$ cat src/rtl/keypad_pkg.sv
// keypad_pkg: shared constants, FSM state type and helpers for the keypad debouncer
package keypad_pkg;
    localparam int NUM_KEYS     = 10;
    localparam int DEF_DEBOUNCE = 16;
    localparam int DEF_REPEAT   = 1024;

    typedef enum logic [1:0] {IDLE, DEBOUNCE, PRESSED, RELEASE} state_t;

    // true when more than one bit is set: clearing the lowest set bit leaves something
    function automatic logic multi_hot(input logic [NUM_KEYS-1:0] v);
        return |(v & (v - NUM_KEYS'(1)));
    endfunction
endpackage

$ cat src/rtl/keypad_debounce10_sync2.sv
// sync2: parameterised-width two-flop synchroniser with synchronous reset
// Ports: clk, rst (sync, active-high), d (async input), q (synchronised output)
module sync2 #(
    parameter int W = 1
) (
    input  logic         clk,
    input  logic         rst,
    input  logic [W-1:0] d,
    output logic [W-1:0] q
);
    logic [W-1:0] s1;

    always_ff @(posedge clk) begin
        if (rst) begin
            s1 <= '0;
            q  <= '0;
        end else begin
            s1 <= d;
            q  <= s1;
        end
    end
endmodule

$ cat src/rtl/keypad_debounce10.sv
// keypad_debounce10: synchronise and debounce 10 key lines into a clean key vector, enable and press strobe
// Ports: clk, rst (sync, active-high), key_raw (async keys), key_out (accepted vector),
//        key_en (press held), key_valid (one-cycle press strobe), multi_err (more than one key accepted)
// Optional: KEYPAD_AUTOREPEAT_EN adds a key_valid pulse every REPEAT_CYCLES cycles while held
module keypad_debounce10
    import keypad_pkg::*;
#(
    parameter int DEBOUNCE_CYCLES = DEF_DEBOUNCE
`ifdef KEYPAD_AUTOREPEAT_EN
    , parameter int REPEAT_CYCLES = DEF_REPEAT
`endif
) (
    input  logic                clk,
    input  logic                rst,
    input  logic [NUM_KEYS-1:0] key_raw,
    output logic [NUM_KEYS-1:0] key_out,
    output logic                key_en,
    output logic                key_valid,
    output logic                multi_err
);
    localparam int CNT_W = $clog2(DEBOUNCE_CYCLES + 1);
    localparam logic [CNT_W-1:0] LAST = CNT_W'(DEBOUNCE_CYCLES - 1);

    state_t              state, state_n;
    logic [CNT_W-1:0]    cnt, cnt_n;
    logic [NUM_KEYS-1:0] sync, sample, sample_n, out_n;
    logic                en_n, valid_n;

`ifdef KEYPAD_AUTOREPEAT_EN
    localparam int RPT_W = $clog2(REPEAT_CYCLES);
    localparam logic [RPT_W-1:0] RLAST = RPT_W'(REPEAT_CYCLES - 1);
    logic [RPT_W-1:0] rpt;

    // held in RELEASE so a bounce back to PRESSED keeps the repeat phase
    always_ff @(posedge clk) begin
        if (rst || state == IDLE || state == DEBOUNCE)
            rpt <= '0;
        else if (state == PRESSED)
            rpt <= (rpt == RLAST) ? '0 : rpt + RPT_W'(1);
    end
`endif

    sync2 #(.W(NUM_KEYS)) u_sync (.clk(clk), .rst(rst), .d(key_raw), .q(sync));

    always_comb begin
        state_n  = state;
        cnt_n    = cnt;
        sample_n = sample;
        out_n    = key_out;
        en_n     = key_en;
        valid_n  = 1'b0;
        case (state)
            IDLE: if (|sync) begin
                sample_n = sync;
                cnt_n    = CNT_W'(1);
                state_n  = DEBOUNCE;
            end
            DEBOUNCE: if (sync == sample) begin
                cnt_n = cnt + CNT_W'(1);
                if (cnt == LAST) begin
                    state_n = PRESSED;
                    out_n   = sample;
                    en_n    = 1'b1;
                    valid_n = 1'b1;
                end
            end else if (|sync) begin
                sample_n = sync;
                cnt_n    = CNT_W'(1);
            end else begin
                cnt_n   = '0;
                state_n = IDLE;
            end
            PRESSED: if (~|sync) begin
                cnt_n   = CNT_W'(1);
                state_n = RELEASE;
            end
            RELEASE: if (~|sync) begin
                cnt_n = cnt + CNT_W'(1);
                if (cnt == LAST) begin
                    cnt_n   = '0;
                    state_n = IDLE;
                    out_n   = '0;
                    en_n    = 1'b0;
                end
            end else begin
                cnt_n   = '0;
                state_n = PRESSED;
            end
            default: state_n = IDLE;
        endcase
`ifdef KEYPAD_AUTOREPEAT_EN
        if (state == PRESSED && rpt == RLAST)
            valid_n = 1'b1;
`endif
    end

    always_ff @(posedge clk) begin
        if (rst) begin
            state     <= IDLE;
            cnt       <= '0;
            sample    <= '0;
            key_out   <= '0;
            key_en    <= 1'b0;
            key_valid <= 1'b0;
            multi_err <= 1'b0;
        end else begin
            state     <= state_n;
            cnt       <= cnt_n;
            sample    <= sample_n;
            key_out   <= out_n;
            key_en    <= en_n;
            key_valid <= valid_n;
            multi_err <= multi_hot(out_n);
        end
    end
endmodule
$ cat config.mk
export PLATFORM = sky130hd
export DESIGN_NAME = keypad_debounce10
export DESIGN_NICKNAME = d
export VERILOG_FILES = /design/src/rtl/keypad_pkg.sv /design/src/rtl/keypad_debounce10_sync2.sv /design/src/rtl/keypad_debounce10.sv
export SDC_FILE = /design/constraint.sdc
export NUM_CORES = 1
export LEC_CHECK = 0
export CORE_UTILIZATION = 45
export DETAILED_ROUTE_END_ITERATION = 6
export PLACE_DENSITY = 0.66
export SLEW_MARGIN = 20
export SYNTH_ARGS = -nofsm -noshare
export SYNTH_HDL_FRONTEND = slang
export SYNTH_SLANG_ARGS = --single-unit
$ cat constraint.sdc
create_clock -name clk -period 4.2 [get_ports clk]
set_clock_uncertainty 0.15 [all_clocks]
set_input_delay 0.63 -clock clk [delete_from_list [all_inputs] [get_ports clk]]
set_output_delay 0.63 -clock clk [all_outputs]
set_load 0.01 [all_outputs]
# == Yosys cells after proc, flatten, opt, wreduce, memory -nomap -nowiden ==
# Index checks and enable logic that the tools add are counted.
# classes
n_eq_ne,15
addsub,2
n_bitwise,3
n_mux,29
div_mod_pow,0
order_cmp,0
multipliers,0
n_shift,0
reduce_logical,10
# ops
cell,count
$mux 10,6
$pmux 10 s2,2
$mux 5,5
$pmux 5 s4,1
$reduce_or 10->1,2
$mux 2,7
$ne 2x2->1 const B,7
$and 10x10->10,1
$eq 10x10->1,1
$reduce_and 5->1,2
$sub 10x1->10 const B,1
$ne 3x3->1 const B,3
$pmux 2 s4,1
$mux 1,6
$add 5x1->5 const B,1
$eq 5x4->1 const B,1
$eq 2x2->1 const B,2
$reduce_and 2->1,2
$reduce_bool 2->1,2
$reduce_or 3->1,1
$eq 2x1->1 const B,1
$logic_not 2->1,1
$not 1->1,2
$pmux 1 s2,1
# word_totals
out_inout_bits,13
memories,0
inputBits,12
ramBits,0
register_bits,50
romBits,0
latch_bits,0

# == Longest topological paths before layout ==
# Gate-level depths: netlist of the first run.
# logic_depth
word_depth,7
depth_mapped,11

# == By module ==
# From an unflattened synthesis of the first run, not the netlist that was laid out.
# hier_totals
hier_cells,247
hier_area_um2,2260.9
# by_module_without_submodules
module,cells_per_inst,n_inst,area_each_um2
keypad_debounce10,205,1,1642.8
sync2,42,1,618.1

# == Least setup slack after synthesis of the first run ==
# OpenSTA, ideal clock, no wires.
# synth_timing
path_type,register -> register
startpoint,reg cnt[0]
endpoint,reg multi_err
setup_time_ps,125
synth_period_minus_slack_ps,2733
setup_slack_ps,1467
path_stages_with_launch,12
arrival_time_ps,2458
path_cell_list,dfxtp_1 > ha_1 > and3_1 > ha_1 > clkbuf_1 > nand3_1 > nor4_4 > nor2b_1 > mux2i_2 > maj3_1 > a21oi_1 > o41a_1
# synth_between
elab_chain_cells,7
# synth_lines
item,line,source
"start, declared",keypad_debounce10.sv:25,"logic [CNT_W-1:0] cnt, cnt_n;"
"start signal, assigned",keypad_debounce10.sv:108,cnt <= cnt_n;
$eq 5x4->1 (*),"keypad_debounce10.sv:60, keypad_debounce10.sv:79",
$mux 10 (on tied branches),"keypad_debounce10.sv:79, keypad_debounce10.sv:60",
$mux 10 (on tied branches),"keypad_debounce10.sv:77, keypad_debounce10.sv:58",
$pmux 10 s2 (*),keypad_debounce10.sv:52,case (state)
$sub 10x1->10,keypad_pkg.sv:11,return |(v & (v - NUM_KEYS'(1)));
$and 10x10->10 (*),keypad_pkg.sv:11,
$reduce_or 10->1 (*),keypad_pkg.sv:11,
"end signal, assigned",keypad_debounce10.sv:113,multi_err <= multi_hot(out_n);
"end, declared",keypad_debounce10.sv:19,output logic multi_err
# Every way passes the cells marked *; elsewhere a longest branch is shown, timed or not.
# A chain may end at the register's enable or synchronous reset.

# == Worst setup path in the final report of the first run ==
# Ends and elaborated chain as after synthesis.

==> flow_results.org, run 1 <==
** Status
- Run status :: completed

** Final layout
- Number of antenna cells inserted :: 0
- Layout area overhead :: 17.37%
- Excluding fillers, the count of instances in the completed layout stands at 326.
- Fillcell total :: about 440
- For this run, the share of the core covered by cells in the final layout is between 50 and 60%.
- Cells with a size suffix above 1 make up 5.792% of the layout.
- Number of nets at the end of the flow :: around 270

** Power and ir drop
- Power consumption :: 0.9003 mW
- Static leakage :: 0.9485 nW
- For this design the total switching power over the nets is 0.2367 mW.
- Of the total power, the share spent switching nets is 26.29%.
- Combinational cell fraction of total power :: 11.1%
- Internal power consumption :: 0.6636 mW
- The clock network burns about a third of the power.
- Across the VDD grid, the largest voltage drop is 0.2498 mV.
- Power density over the cells :: 347.9 nW/um^2
- In this run, flip-flops and latches consume 56.3% of the power.

** Synth
- Summing the sequential cell areas from Yosys gives 45.40% of the chip area.
- Counting flops with an async set or reset pin after synthesis yields a share of 0%.
- Cell count after synthesis :: 238
- Synth Net Count :: 254
- Synth Register Bits :: 50
- Number of warnings reported in the yosys synthesis log :: 0
- Among all flip-flop cells after synthesis, the most frequent one is sky130_fd_sc_hd__dfxtp_1.
- Number of enable-type register cells in the synthesized netlist :: 0
- Sorting the synthesized cells by area gives the leading types as sky130_fd_sc_hd__dfxtp_1, sky130_fd_sc_hd__nor2_1, sky130_fd_sc_hd__nor2b_1, sky130_fd_sc_hd__mux2i_1, sky130_fd_sc_hd__xnor2_1.
- Count of distinct cell types in the synthesized netlist :: 44
- The synthesized design spends more area on one cell type than any other, namely sky130_fd_sc_hd__dfxtp_1.
- Mapped Avg Cell Area :: 9.263 um^2
- Area share of the leading cell type in the synthesized netlist :: 45.40%
- Most numerous cell in the Yosys netlist :: sky130_fd_sc_hd__dfxtp_1
- The cell area that synthesis handed to floorplanning was between 2000 and 2500 um^2.
- The commonest cells after synthesis are sky130_fd_sc_hd__dfxtp_1, sky130_fd_sc_hd__nor2_1, sky130_fd_sc_hd__nor2b_1.

** STA
- For the final routed database, the setup TNS stands at 0 ns.
- Final count of pins violating max slew :: 0
- Max transition margin :: between 20% and 30%
- At the pin with the least slew margin, the transition time is 1.096 ns.
- Share of the cycle needed by the critical path after routing :: 72.08%
- After layout, the minimum clock period comes to 3.027 ns.
- Number of hold violations in the final report :: 0
- Setup repair after global routing left no endpoint under its margin.
- Final-layout worst hold slack :: 0.2910 ns
- Setup violators final :: 0
- Maximum frequency from static timing analysis :: approximately 330 MHz

** Routing
- Initial drt markers :: 130
- In the routed design, unresolved DRC markers number 0.
- Once detail routing completed, the nets flagged for antenna violations numbered 0.
- Post-DR wirelength/cell :: 12.40 um
- Ratio of routed vias to standard cells :: ~5.3
- Routed wire length :: roughly 4.0 mm
- Number of optimization iterations in the first detailed-route pass :: 4
- Total number of vias :: 1716

** Global routing
- The number of antenna violations at the first check in global routing is 0.
- Entering global routing, the biggest net connects 31 pins.
- Number of global-route vias before repair :: 1449
- Global routing finished with a remaining overflow of 0.
- The first global-routing pass estimated 6.762 mm of wire.
- In the global route stage, overall resource usage came out at 16.85%.

** Place
- During placement, the flow inserted port buffers numbering 24.
- After detailed placement, the design holds a cell count of 318.
- Routability-driven placement finished with a final weighted congestion of between 0.7 and 0.8.
- Detailed placement finished with a half-perimeter wire length of ~2.9 mm.

** Worst setup path
- CP max stage cell :: sky130_fd_sc_hd__o41a_1
- The worst setup path is captured at a flop.
- Endpoint required time on the critical path :: 4.24 ns
- Launch instance of the worst register-to-register path :: cnt[0]
- The worst register-to-register path ends at multi_err.
- WS Path Type :: reg2reg
- The worst setup path is launched from a flop.
- The critical path goes through ha_1 > and3_1 > ha_1 > nand3_1 > nor4_4 > nor2b_1 > mux2i_2 > maj3_1 > a21oi_1 > o41a_1.
- Slowest Stage Delay on Critical Path :: around 0.42 ns
- Cell seen most often among critical-path stages :: sky130_fd_sc_hd__ha_1
- Counting cells, the worst reg-to-reg path comes to 10.
- Critical path endpoint :: multi_err
- For the worst setup path, the data arrival time is 3.07 ns.
- Along the worst path, the maximum fanout reaches 9.
- Setup slack on the worst reg-to-reg path comes out at 1.17 ns.
- Worst Setup SP :: cnt[0]

** CTS
- The clock passes through at most 2 buffers.
- The H-tree was split into 2 levels.
- The number of gates resized after CTS was 0.
- After clock tree synthesis, the clock-pin slew on the worst setup and hold paths is 0.10 ns.
- At the later pin of the worst-skew pair, clock insertion delay measures 0.30 ns.
- Post-CTS Hold Buffers :: 0
- Number of CTS-inserted buffers :: 5
- TritonCTS built the clock tree.
- Number of setup buffers added after CTS :: 0
- Clock tree synthesis selected as its root buffer the cell sky130_fd_sc_hd__clkbuf_8.
- The clock net in this run drives a total of 50 sinks.

** Die
- Measured along the y axis, the die boundary spans 72.00 um.
- The core region is about 4700 um^2.
- Area of the die :: 5183 um^2
- Effective utilization at floorplan :: between 40 and 50%
- In this run the core area contains 25 standard-cell rows.
- During I/O placement, the number of pins put on the boundary was 25.
- The die is 72.00 um wide.

** Hold path
- Class of the most critical hold timing path :: reg2reg
- Launch instance of the worst min-delay path :: u_sync.s1[2]

** Run
- Max Cap Violations :: 0
power by group through the flow:
stage	clock network (mW)	registers [mW]	logic (mW)
5_1_grt	0.327	0.510	0.110
3_5_place_dp	0	0.518	0.100
6_report	0.293	0.507	0.0998
2_1_floorplan	0	0.511	0.0790
3_3_place_gp	0	0.518	0.0989
4_1_cts	0.307	0.507	0.100
how the worst min path moves through the flow:
stage / end / cells past startpoint
floorplan: u_sync.q[0] / 1
global placement: u_sync.q[6] / 1
detailed placement: u_sync.q[2] / 1
CTS: u_sync.q[3] / 1
global route: u_sync.q[2] / 1
finish: u_sync.q[2] / 1
critical path, delay by kind of cell (launching register included):
family          cells  cell delay (ns)
fa+ha+maj           3             0.76
simple gates        4             0.91
flops               1             0.40
mux                 1             0.21
compound gates      2             0.49
sequential cells by signal, indices dropped and copies added, names as in the netlist:
register	count
key_out	10
key_en	1
sample	10
u_sync.s1	10
cnt	5
key_valid	1
multi_err	1
state	2
u_sync.q	10
kinds of logic (layout without fill, tap and decap cells):
| kind of cell | Yosys count | count (layout) | share of synthesized area, % |
|---|---|---|---|
| AOI/OAI and AO/OA | 36 | 36 | 11.01 |
| xor gates and xnor gates | 11 | 11 | 4.370 |
| adders and majority gates | 5 | 5 | 2.724 |
| buffers and inverters | 15 | 36 | 2.610 |
| DFF | 50 | 50 | 45.40 |
| muxes | 15 | 15 | 6.980 |
| and+or+nand+nor | 106 | 106 | 26.90 |
layout by cell type (no fill, tap or decap), types with 2 or more instances in the layout:
cell type	netlist	routed
sky130_fd_sc_hd__nand3_1	3	3
sky130_fd_sc_hd__and3b_1	3	3
sky130_fd_sc_hd__nor2b_1	24	24
sky130_fd_sc_hd__nor3b_1	3	3
sky130_fd_sc_hd__or4_4	2	2
sky130_fd_sc_hd__nand2_1	6	6
sky130_fd_sc_hd__o31ai_1	3	3
sky130_fd_sc_hd__clkdlybuf4s50_1	0	24
sky130_fd_sc_hd__dfxtp_1	50	50
sky130_fd_sc_hd__mux2i_1	14	14
sky130_fd_sc_hd__clkbuf_8	0	5
sky130_fd_sc_hd__nand3b_1	2	2
sky130_fd_sc_hd__a21oi_1	12	12
sky130_fd_sc_hd__nand4_1	4	4
sky130_fd_sc_hd__and4_1	3	3
sky130_fd_sc_hd__nor2_1	40	40
sky130_fd_sc_hd__ha_1	4	4
sky130_fd_sc_hd__nor3_1	4	4
sky130_fd_sc_hd__o21ai_1	3	3
sky130_fd_sc_hd__xnor2_1	9	9
sky130_fd_sc_hd__a22oi_1	7	7
sky130_fd_sc_hd__and3_1	3	3
sky130_fd_sc_hd__inv_1	3	3
sky130_fd_sc_hd__xor2_1	2	2
sky130_fd_sc_hd__a222oi_1	2	2
sky130_fd_sc_hd__or3_1	2	2
routing by layer:
metal | part of all wire [%] | track usage [%] | vias up
met4 | 1.6 | 5.882 | 0
met5 | 0 | 0 | -
met3 | 3.1 | 4.167 | 7
li1 | - | - | 879
met1 | 50 | 23.11 | 794
met2 | 46 | 26.00 | 36
metrics by stage:
step,area (um^2),setup WS (ns)
4_1_cts,2587,1.168
2_1_floorplan,2205,1.467
3_3_place_gp,2490,1.310
6_report,2587,1.173
3_5_place_dp,2490,1.216
5_1_grt,2587,0.9628
cell type report:
cell class | instances | area (um^2) | area share [%]
Clock inverter | 3 | 28.78 | 1.112
Tap cell | 67 | 83.83 | 3.240
Multi-Input combinational cell | 173 | 1146 | 44.29
Sequential cell | 50 | 1001 | 38.68
Clock buffer | 5 | 68.82 | 2.660
Timing Repair Buffer | 25 | 247.7 | 9.574
Inverter | 3 | 11.26 | 0.4352
Note: power is estimated with default switching activity, not from simulation.
==> run 2: changes to the inputs <==
==> constraint.sdc (replaced) <==
create_clock -name clk -period 2.8 [get_ports clk]
set_clock_uncertainty 0.15 [all_clocks]
set_input_delay 0.42 -clock clk [delete_from_list [all_inputs] [get_ports clk]]
set_output_delay 0.42 -clock clk [all_outputs]
set_load 0.01 [all_outputs]
==> run 2 against run 1 <==
  * Largest power group unchanged
  * Sequential power grew 50%
  * Wire length is 9.8% higher
  * Via count rose by 3.7%
  * Largest cell class unchanged
==> flow_results.org, run 2 (synthesis results as in run 1) <==
** Status
- The flow ran to the end, and the final reports show no timing, DRC or antenna violations.

** CTS
- The clock transition time at the flip-flop clock pins of the worst setup and hold paths was 0.10 ns (about the same).
- TritonCTS built the clock tree.
- In this run the clock root is driven by a sky130_fd_sc_hd__clkbuf_8.
- Max Buffers Root-to-Sink :: 2 (unchanged)
- The H-tree depth reported by CTS was 2 (unchanged).
- Number of CTS-inserted buffers :: 5 (unchanged)
- Later-pin clock latency in the skew report :: 0.31 ns (about the same)
- The CTS sink count came to 50 (unchanged).

** STA
- The number of max-slew violations in the final report came to 0 (unchanged).
- The actual slew at the worst max-slew pin was 0.5348 ns (-0.5616 ns).
- Setup repair after global routing missed its margin :: no
- The timing-limited maximum frequency was 373.7 MHz (+13%).
- Setup violators final :: 0 (unchanged)
- The part of the cycle the worst path needs came to 95.56% (+23 points).
- Post-layout min period :: 2.676 ns (-0.3518 ns)
- Max transition margin :: 64.23% (+38 points)
- Sum of negative setup slack :: 0 ns (unchanged)
- Number of hold violations in the final report :: 0 (unchanged)

** Die
- Area of the die :: 5183 um^2 (unchanged)
- The number of I/O pins was 25 (unchanged).
- Placeable core area :: 4723 um^2 (unchanged)
- The number of core rows was 25 (unchanged).
- The starting utilization of the core area is 46.68% (unchanged).
- The vertical die dimension came to 72.00 um (unchanged).
- Overall die width :: 72.00 um (unchanged)

** Global routing
- The routing usage on met1 is 24.30% (+1.2 points).
- Antenna violations before repair :: 0 (unchanged)
- The via count of the first global-routing pass was 1561 (+7.7%).
- The maximum number of pins on one net before global-route repair is 26 (-16%).
- Grt met3 use :: 3.750% (-0.42 points)
- Most utilized layer in the global route result :: met2
- Met2 usage :: 28.51% (+2.5 points)
- The global-route wire length before repair is 7.293 mm (+7.9%).
- The aggregate global routing overflow was 0 (unchanged).
- The overall routing resource usage came to 18.36% (+1.5 points).

** Place
- The count of input and output buffers was 24 (unchanged).
- DPL Wire Length :: 3.068 mm (+5.5%)
- Global placement routability congestion :: 0.8235 (+5.3%)
- The instance area after placement was 2557 um^2 (+2.7%).

** Final layout
- The area growth from synthesis to layout is 22.02%.
- The area taken by flip-flops and latches is 1006 um^2 (+0.50%).
- The number of nets in the layout was 284 (+3.6%).
- The share of layout cells above drive strength 1 came to 11.90% (+6.1 points).
- Footprint of the multi-input gates :: 1172 um^2 (+2.3%)
- The total of fill cells in the finished design was 441 (unchanged).
- The library cell used most frequently in the layout, excluding fill and tap cells, is sky130_fd_sc_hd__dfxtp_1.
- The cell area after layout is 2690 um^2 (+4.0%).
- Commonest cells after routing, fill and taps aside :: sky130_fd_sc_hd__dfxtp_1, sky130_fd_sc_hd__nor2_1, sky130_fd_sc_hd__nor2b_1, sky130_fd_sc_hd__clkdlybuf4s50_1, sky130_fd_sc_hd__mux2i_1
- Number of antenna cells inserted :: 0 (unchanged)

** Routing
- The detailed router's first-iteration violation count was 203 (+56%).
- The count of TritonRoute iterations in the first routing pass came to 4 (unchanged).
- The via-per-instance ratio came to 5.295 (+0.59%).
- DRC violation count after routing :: 0 (unchanged)
- Total number of vias :: 1779 (+3.7%)
- Number of nets with antenna violations after detailed routing :: 0 (unchanged)
- The wire length per cell after detailed routing came to 13.21 um (+6.6%).
- Routed wire length :: 4.439 mm (+9.8%)

** Run
- Max Cap Violations :: 0 (unchanged)

** Worst setup path
- Crit path arrival time :: 2.72 ns (-0.35 ns)
- Critical path endpoint category :: flop
- The critical path is of the reg2reg type.
- Biggest fanout along the worst timing path :: 6 (-3)
- Crit path launch type :: flop
- The required time reported for the critical path endpoint came to 2.85 ns (-1.39 ns).

** Power and ir drop
- The maximum resistive drop on vdd was 0.4026 mV (+61%).
- The areal power density over the cells was 504.2 nW/um^2 (+45%).
- The leakage power summed over all cells is 0.9904 nW (+4.4%).

** Hold path
- The min-delay analysis places its worst path in the category reg2reg.
[run 2: path summary, 6_finish.rpt]
| check | cells past startpoint | slack (ns) | startpoint | to |
|---|---|---|---|---|
| worst min register to register | 1 | 0.29 | u_sync.s1[5] | u_sync.q[5] |
| worst min-delay path | 1 | 0.29 | u_sync.s1[5] | u_sync.q[5] |
| worst max register to register | 10 | 0.12 | cnt[0] | multi_err |
| worst max-delay path | 10 | 0.12 | cnt[0] | multi_err |
[run 2: critical path: stages (launching register included)]
cell and delay (ns):
sky130_fd_sc_hd__dfxtp_4 0.37, sky130_fd_sc_hd__ha_2 0.19, sky130_fd_sc_hd__and3_4 0.22, sky130_fd_sc_hd__ha_4 0.17, sky130_fd_sc_hd__nand3_2 0.10, sky130_fd_sc_hd__nor4_4 0.36
sky130_fd_sc_hd__buf_4 0.21, sky130_fd_sc_hd__nor3b_1 0.05, sky130_fd_sc_hd__a21oi_1 0.17, sky130_fd_sc_hd__a31oi_1 0.13, sky130_fd_sc_hd__o41a_1 0.44
[run 2: timing repair]
| item | 4_1_cts | 5_1_grt |
|---|---|---|
| gates resized for setup | 0 | 10 |
| endpoints found under the setup margin | 0 | 1 |
| buffers inserted | 0 | 1 |
| hold buffers | 0 | 0 |
[run 2: area by class of cell]
cell class,instances,area share [%]
Multi-Input combinational cell,173,43.58
Inverter,3,0.4186
Timing Repair Buffer,35,12.00
Sequential cell,50,37.40
Clock buffer,5,2.558
Tap cell,67,3.116
Clock inverter,3,0.9302
[run 2: through the flow]
step | util, % | power [mW] | setup slack, ns | cells | hold WS, ns
6_report | 56.95 | 1.356 | 0.1243 | 336 | 0.2902
5_1_grt | 56.95 | 1.418 | 0.008673 | 336 | 0.3098
3_3_place_gp | 54.15 | 0.9333 | 0.1701 | 327 | 0.2663
4_1_cts | 56.13 | 1.370 | 0.02232 | 335 | 0.2951
3_5_place_dp | 54.15 | 0.9340 | 0.06028 | 327 | 0.2727
2_1_floorplan | - | 0.8848 | 0.06735 | 238 | 0.2638
[run 2: power by group]
part           switching [mW]  total, mW  internal, mW
Clock                   0.255      0.435         0.181
Sequential             0.0259      0.761         0.736
Combinational          0.0787      0.160        0.0809
[run 2: per-layer routing]
layer | vias up | routed length [um]
li1 | 892 | -
met1 | 834 | 2033
met2 | 49 | 2154
met3 | 4 | 205
met4 | 0 | 45
met5 | - | 0
==> run 3: changes to the inputs <==
--- a/config.mk
+++ b/config.mk
@@ -8,7 +8,7 @@
 export CORE_UTILIZATION = 45
 export DETAILED_ROUTE_END_ITERATION = 6
 export PLACE_DENSITY = 0.66
-export SLEW_MARGIN = 20
+export SLEW_MARGIN = 10
 export SYNTH_ARGS = -nofsm -noshare
 export SYNTH_HDL_FRONTEND = slang
 export SYNTH_SLANG_ARGS = --single-unit
==> results of run 3 <==
The final DEF is identical to that of run 2; final timing and power are the same.
